### config.mk
export PLATFORM = sky130hd
export DESIGN_NAME = cpu_host_ctrl
export DESIGN_NICKNAME = d
export VERILOG_FILES = /design/src/rtl/cpu_host_ctrl_pkg.sv /design/src/rtl/cpu_host_ctrl_out_reg.sv /design/src/rtl/cpu_host_ctrl.sv
export SDC_FILE = /design/constraint.sdc
export NUM_CORES = 1
export LEC_CHECK = 0
export BUFFER_PORTS_ARGS = -buffer_cell sky130_fd_sc_hd__buf_2
export CORE_ASPECT_RATIO = 1.4
export CORE_MARGIN = 4
export CORE_UTILIZATION = 50
export CTS_CLUSTER_SIZE = 8
export DETAILED_ROUTE_END_ITERATION = 8
export PLACE_DENSITY = 0.85
export SLEW_MARGIN = 15
export SYNTH_ARGS = -nofsm -noshare
export SYNTH_HDL_FRONTEND = slang
export SYNTH_SLANG_ARGS = --single-unit
### constraint.sdc
create_clock -name clk -period 4.8 [get_ports clk]
set_input_delay 0.96 -clock clk [delete_from_list [all_inputs] [get_ports clk]]
set_output_delay 0.96 -clock clk [all_outputs]
set_load 0.02 [all_outputs]
### src/rtl/cpu_host_ctrl_pkg.sv
// Shared types and widths for the CPU host controller.
// Holds the host command encoding, the controller state encoding and the
// instruction/data word widths used by cpu_host_ctrl and its output register.
package cpu_host_ctrl_pkg;

  localparam int INSTR_W = 9;
  localparam int DATA_W  = 8;
  localparam int LEN_W   = 10;

  // Command opcodes as presented on cmd_op.
  typedef enum logic [1:0] {
    CMD_LOAD_I = 2'd0,
    CMD_LOAD_D = 2'd1,
    CMD_RUN    = 2'd2,
    CMD_DUMP   = 2'd3
  } host_cmd_e;

  // Controller states; ST_ prefix keeps them apart from the command names.
  typedef enum logic [2:0] {
    ST_IDLE,
    ST_LOAD_I,
    ST_LOAD_D,
    ST_START,
    ST_WAIT,
    ST_DUMP_RD,
    ST_DUMP_OUT
  } host_state_e;

endpackage

### src/rtl/cpu_host_ctrl_out_reg.sv
// Valid/ready holding register for the dump byte stream.
// Ports:
//   clk, reset   rising-edge clock, synchronous active-high reset
//   load, din    capture din and raise valid
//   ready        downstream accepts the held byte
//   valid, dout  registered output byte and its valid flag
module cpu_host_ctrl_out_reg
  import cpu_host_ctrl_pkg::*;
(
  input  logic              clk,
  input  logic              reset,
  input  logic              load,
  input  logic [DATA_W-1:0] din,
  input  logic              ready,
  output logic              valid,
  output logic [DATA_W-1:0] dout
);

  // dout only changes on load, so it is stable for as long as valid waits on ready.
  always_ff @(posedge clk) begin
    if (reset) begin
      valid <= 1'b0;
      dout  <= '0;
    end else if (load) begin
      valid <= 1'b1;
      dout  <= din;
    end else if (valid && ready) begin
      valid <= 1'b0;
    end
  end

endmodule

### src/rtl/cpu_host_ctrl.sv
// Host-side controller for the CPU core: preloads instruction and data memory,
// pulses start, waits for done (or a timeout) and streams a data memory window out.
// Ports:
//   clk, reset                    rising-edge clock, synchronous active-high reset
//   cmd_valid/ready/op/addr/len   command channel (accepted only in IDLE)
//   in_valid/ready/data           load word channel (LOAD_I / LOAD_D)
//   out_valid/ready/data          dump byte channel
//   imem_we/addr/wdata            instruction memory write port
//   dmem_we/addr/wdata/rdata      data memory port, combinational read
//   start, done                   CPU start/initialise and completion
//   busy, timeout_err             status; timeout_err is sticky until reset or next RUN
// Optional feature macro CPU_HOST_CYCLE_COUNT_EN adds output run_cycles[15:0],
// the WAIT cycle count latched at done (or the timeout value on timeout).
module cpu_host_ctrl
  import cpu_host_ctrl_pkg::*;
#(
  parameter int START_CYCLES = 2,
  parameter int TIMEOUT      = 65535,
  parameter int IMEM_AW      = 10,
  parameter int DMEM_AW      = 8
) (
  input  logic               clk,
  input  logic               reset,
  input  logic               cmd_valid,
  output logic               cmd_ready,
  input  logic [1:0]         cmd_op,
  input  logic [IMEM_AW-1:0] cmd_addr,
  input  logic [LEN_W-1:0]   cmd_len,
  input  logic               in_valid,
  output logic               in_ready,
  input  logic [INSTR_W-1:0] in_data,
  output logic               out_valid,
  input  logic               out_ready,
  output logic [DATA_W-1:0]  out_data,
  output logic               imem_we,
  output logic [IMEM_AW-1:0] imem_addr,
  output logic [INSTR_W-1:0] imem_wdata,
  output logic               dmem_we,
  output logic [DMEM_AW-1:0] dmem_addr,
  output logic [DATA_W-1:0]  dmem_wdata,
  input  logic [DATA_W-1:0]  dmem_rdata,
  output logic               start,
  input  logic               done,
  output logic               busy,
  output logic               timeout_err
`ifdef CPU_HOST_CYCLE_COUNT_EN
  ,
  output logic [15:0]        run_cycles
`endif
);

  host_state_e        state_q;
  logic [IMEM_AW-1:0] addr_q;
  logic [LEN_W-1:0]   cnt_q;
  logic [15:0]        cyc_q;
  logic               timeout_q;
  logic               dump_load;
  logic               wait_last;
  logic               wait_hit_timeout;

  assign cmd_ready   = (state_q == ST_IDLE);
  assign in_ready    = (state_q == ST_LOAD_I) || (state_q == ST_LOAD_D);
  assign busy        = (state_q != ST_IDLE);
  assign start       = (state_q == ST_START);
  assign timeout_err = timeout_q;

  // Writes go straight through in the handshake cycle; reset suppresses a
  // write that would otherwise land on the same edge that aborts the load.
  assign imem_we    = (state_q == ST_LOAD_I) && in_valid && !reset;
  assign dmem_we    = (state_q == ST_LOAD_D) && in_valid && !reset;
  assign imem_addr  = addr_q;
  assign imem_wdata = imem_we ? in_data : '0;
  assign dmem_addr  = addr_q[DMEM_AW-1:0];
  assign dmem_wdata = dmem_we ? in_data[DATA_W-1:0] : '0;

  assign dump_load        = (state_q == ST_DUMP_RD);
  assign wait_hit_timeout = (cyc_q + 16'd1 == 16'(TIMEOUT));
  // done wins over the timeout when both land on the final WAIT cycle.
  assign wait_last        = (state_q == ST_WAIT) && (done || wait_hit_timeout);

  // Main controller. cyc_q counts START cycles first, then is cleared and
  // reused to count WAIT cycles for the timeout.
  always_ff @(posedge clk) begin
    if (reset) begin
      state_q   <= ST_IDLE;
      addr_q    <= '0;
      cnt_q     <= '0;
      cyc_q     <= '0;
      timeout_q <= 1'b0;
    end else begin
      unique case (state_q)
        ST_IDLE: begin
          if (cmd_valid) begin
            addr_q <= cmd_addr;
            cnt_q  <= cmd_len;
            cyc_q  <= '0;
            unique case (host_cmd_e'(cmd_op))
              CMD_LOAD_I: state_q <= ST_LOAD_I;
              CMD_LOAD_D: state_q <= ST_LOAD_D;
              CMD_RUN: begin
                state_q   <= ST_START;
                timeout_q <= 1'b0;
              end
              CMD_DUMP:   state_q <= ST_DUMP_RD;
            endcase
          end
        end
        ST_LOAD_I, ST_LOAD_D: begin
          if (in_valid) begin
            addr_q <= addr_q + 1'b1;
            cnt_q  <= cnt_q - 1'b1;
            if (cnt_q == '0) state_q <= ST_IDLE;
          end
        end
        ST_START: begin
          if (cyc_q == 16'(START_CYCLES - 1)) begin
            cyc_q   <= '0;
            state_q <= ST_WAIT;
          end else begin
            cyc_q <= cyc_q + 16'd1;
          end
        end
        ST_WAIT: begin
          if (done) begin
            state_q <= ST_IDLE;
          end else if (wait_hit_timeout) begin
            timeout_q <= 1'b1;
            state_q   <= ST_IDLE;
          end else begin
            cyc_q <= cyc_q + 16'd1;
          end
        end
        ST_DUMP_RD: state_q <= ST_DUMP_OUT;
        ST_DUMP_OUT: begin
          if (out_ready) begin
            if (cnt_q == '0) begin
              state_q <= ST_IDLE;
            end else begin
              addr_q  <= addr_q + 1'b1;
              cnt_q   <= cnt_q - 1'b1;
              state_q <= ST_DUMP_RD;
            end
          end
        end
        default: state_q <= ST_IDLE;
      endcase
    end
  end

`ifdef CPU_HOST_CYCLE_COUNT_EN
  logic [15:0] run_q;

  // On the last WAIT cycle cyc_q+1 is the number of WAIT cycles spent,
  // which equals TIMEOUT when the run was aborted.
  always_ff @(posedge clk) begin
    if (reset) begin
      run_q <= '0;
    end else if (wait_last) begin
      run_q <= cyc_q + 16'd1;
    end
  end

  assign run_cycles = run_q;
`endif

  cpu_host_ctrl_out_reg u_out_reg (
    .clk   (clk),
    .reset (reset),
    .load  (dump_load),
    .din   (dmem_rdata),
    .ready (out_ready),
    .valid (out_valid),
    .dout  (out_data)
  );

endmodule

==> run metrics <==
initial DRC count=278; TritonRoute pass-1 iters=4; Seq pwr share=28.3%; Net Sw Frac=48.4%; initial antenna violation count=0; Rows=34; Clock Sinks=49; WP data arrival=2.24 ns; FMAX=312 MHz; Post-Layout Cell Count=559; area leader, netlist=dfxtp_1; Global Route Usage Sum=20.7%; setup bufs post-CTS=0; H-tree Lvls=2; pin count of the biggest net entering global routing=51; share of post-route cells with drive strength above 1=25.3%; area grow syn2layout=17.3%; top_reg_cell synth=dfxtp_1; CP Capture Type=primary output; mapped cell area=3170 um^2; net load switching power=1.10 mW; asr flop ratio synth=0%; Root Buffer=clkbuf_8; Die Wd=75.3 um; Post-synth EDFFs=0; Hold Crit Class=flop to flop; Max transition margin=48.3%; Core Util, Final=60.2%; wirelength, routed=7.99 mm; CTS tree=done; clk slew on worst S/H paths=0.10 ns; leakage=1.66 nW; crit path time final=3.20 ns; first-pass GRT wire length=12.9 mm; worst-margin pin slew=0.776 ns; I/O pin cnt=96; Post-DRT Antenna Nets=0; main area contributors after synthesis=dfxtp_1, nor2_1, o21ai_0, nand2_1, a22oi_1; Synth Warn #=0; Post-route DRC=0; Period Utilization, post-route=66.7%; vias per cell=5.91; clock buffer depth=2; vias=3,302; Max Cap Viol=0; Post-CTS Resized=0; Seq/Total Area, Yosys=31.0%; VDD IR max=453 uV; # placed instances=551; syn_nets=468; Routed WL per cell=14.3 um; RSZ-0062 raised after global routing=no; most common cell after layout, fill and taps aside=buf_2; routability cong.=0.881; Clk pwr share=13.3%; CP required=3.84 ns; total CTS buffers=5; share of the synthesized area in the top cell type=31.0%; Reg2Reg Setup Slack=2.17 ns; Final HPWL DP=5.77 mm; vias in the first global route=3,062; combinational share of power=58.4%; Port Buffer Count=95; final max-slew violation count=0; GRT overflow=0; Startpoint Class=primary input; Internal Power=1.17 mW; multi-input combinational cell area=1970 um^2; effective utilization at floorplan=51.3%; final setup skew=0.00953 ns; #FFs+latches synth=49; Core Area=6170 um^2; Chip Height=102 um; power density over cell area=610 nW/um^2; total negative slack=0 ns; Die ar.=7690 um^2; Netlist cell types=53; most frequent cells in the layout=buf_2, nor2_1, dfxtp_1, nand2_1, o21ai_0; Avg Cell Area, Syn=7.63 um^2; Final Hold Viols=0; Mapped Cells=415; Final nets=539; final setup vio count=0; Worst Path Max Fanout=12; FILL cells=547; antenna diode instance count=0; cts hold-fix bufs=0; Crit Path Category=primary input to primary output; status=completed; FF+latch area=981 um^2; Worst-Skew Late Latency=0.31 ns
## logic make-up (layout without fill, tap and decap cells)
logic type / after synthesis / after routing / synth area share, %
and+or+nand+nor: 183 / 183 / 29.1
xor gates and xnor gates: 3 / 3 / 0.830
AOI/OAI and AO/OA: 113 / 113 / 25.3
buffers and inverters: 48 / 120 / 7.19
muxes: 11 / 11 / 3.48
adders and majority gates: 8 / 8 / 3.16
DFF: 49 / 49 / 31.0
## state kept, by name, indices dropped and copies added, names as in the netlist
signal and flops:
cyc_q 16, imem_addr 10, timeout_err 1, cnt_q 10
u_out_reg.dout 8, state_q 3, u_out_reg.valid 1
## worst max-delay path, cell delays in order
cell     delay [ns]
buf_2          0.11
inv_1          0.29
nand3_1        0.15
nor2_1         0.38
and2_1         0.19
buf_2          0.16
## through the flow
stage               hold slack, ns  setup WS [ns]  area [um^2]  power, mW
floorplan                    0.476           1.92         3170       1.68
global placement             0.470           1.65         3600       1.91
detailed placement           0.475           1.60         3600       1.96
CTS                          0.489           1.60         3710       2.27
global route                 0.506           1.46         3710       2.46
finish                       0.485           1.60         3710       2.26
## cell usage after synthesis, types with 10 or more instances
| master | number |
|---|---|
| o21ai_0 | 31 |
| dfxtp_1 | 49 |
| a21oi_1 | 20 |
| buf_4 | 10 |
| nand2_1 | 35 |
| nor3_1 | 13 |
| inv_1 | 12 |
| nor2_1 | 51 |
| nand3_1 | 21 |
| clkbuf_1 | 17 |
| and2_1 | 18 |
| a22oi_1 | 16 |
| mux2i_1 | 11 |
## final timing paths
check                  start              end  depth (start not counted)
max reg2reg         cyc_q[0]         cyc_q[9]                          7
min          u_out_reg.valid  u_out_reg.valid                          2
min reg2reg  u_out_reg.valid  u_out_reg.valid                          2
max                    reset    imem_wdata[6]                          6
## final cells by class
type | instances | share of cell area, %
Sequential cell | 49 | 26.4
Multi-Input combinational cell | 318 | 53.0
Clock buffer | 5 | 1.85
Timing Repair Buffer | 100 | 13.8
Tap cell | 72 | 2.43
Clock inverter | 3 | 1.25
Inverter | 12 | 1.21
## metal layers
layer  vias to the layer above  GRT usage [%]  share of wire (%)
li1                       1632              -                  -
met1                      1544           22.7                 39
met3                        14           4.04                7.1
met4                         0           8.08                2.5
met2                       112           38.1                 51
met5                         -              0                  0
## power groups by stage
stage | clock network, mW | logic (mW) | registers (mW)
floorplan | 0 | 1.04 | 0.641
global placement | 0 | 1.28 | 0.638
detailed placement | 0 | 1.31 | 0.646
CTS | 0.307 | 1.32 | 0.637
global route | 0.319 | 1.48 | 0.660
finish | 0.302 | 1.32 | 0.640
Note: power is estimated with default switching activity, not from simulation.
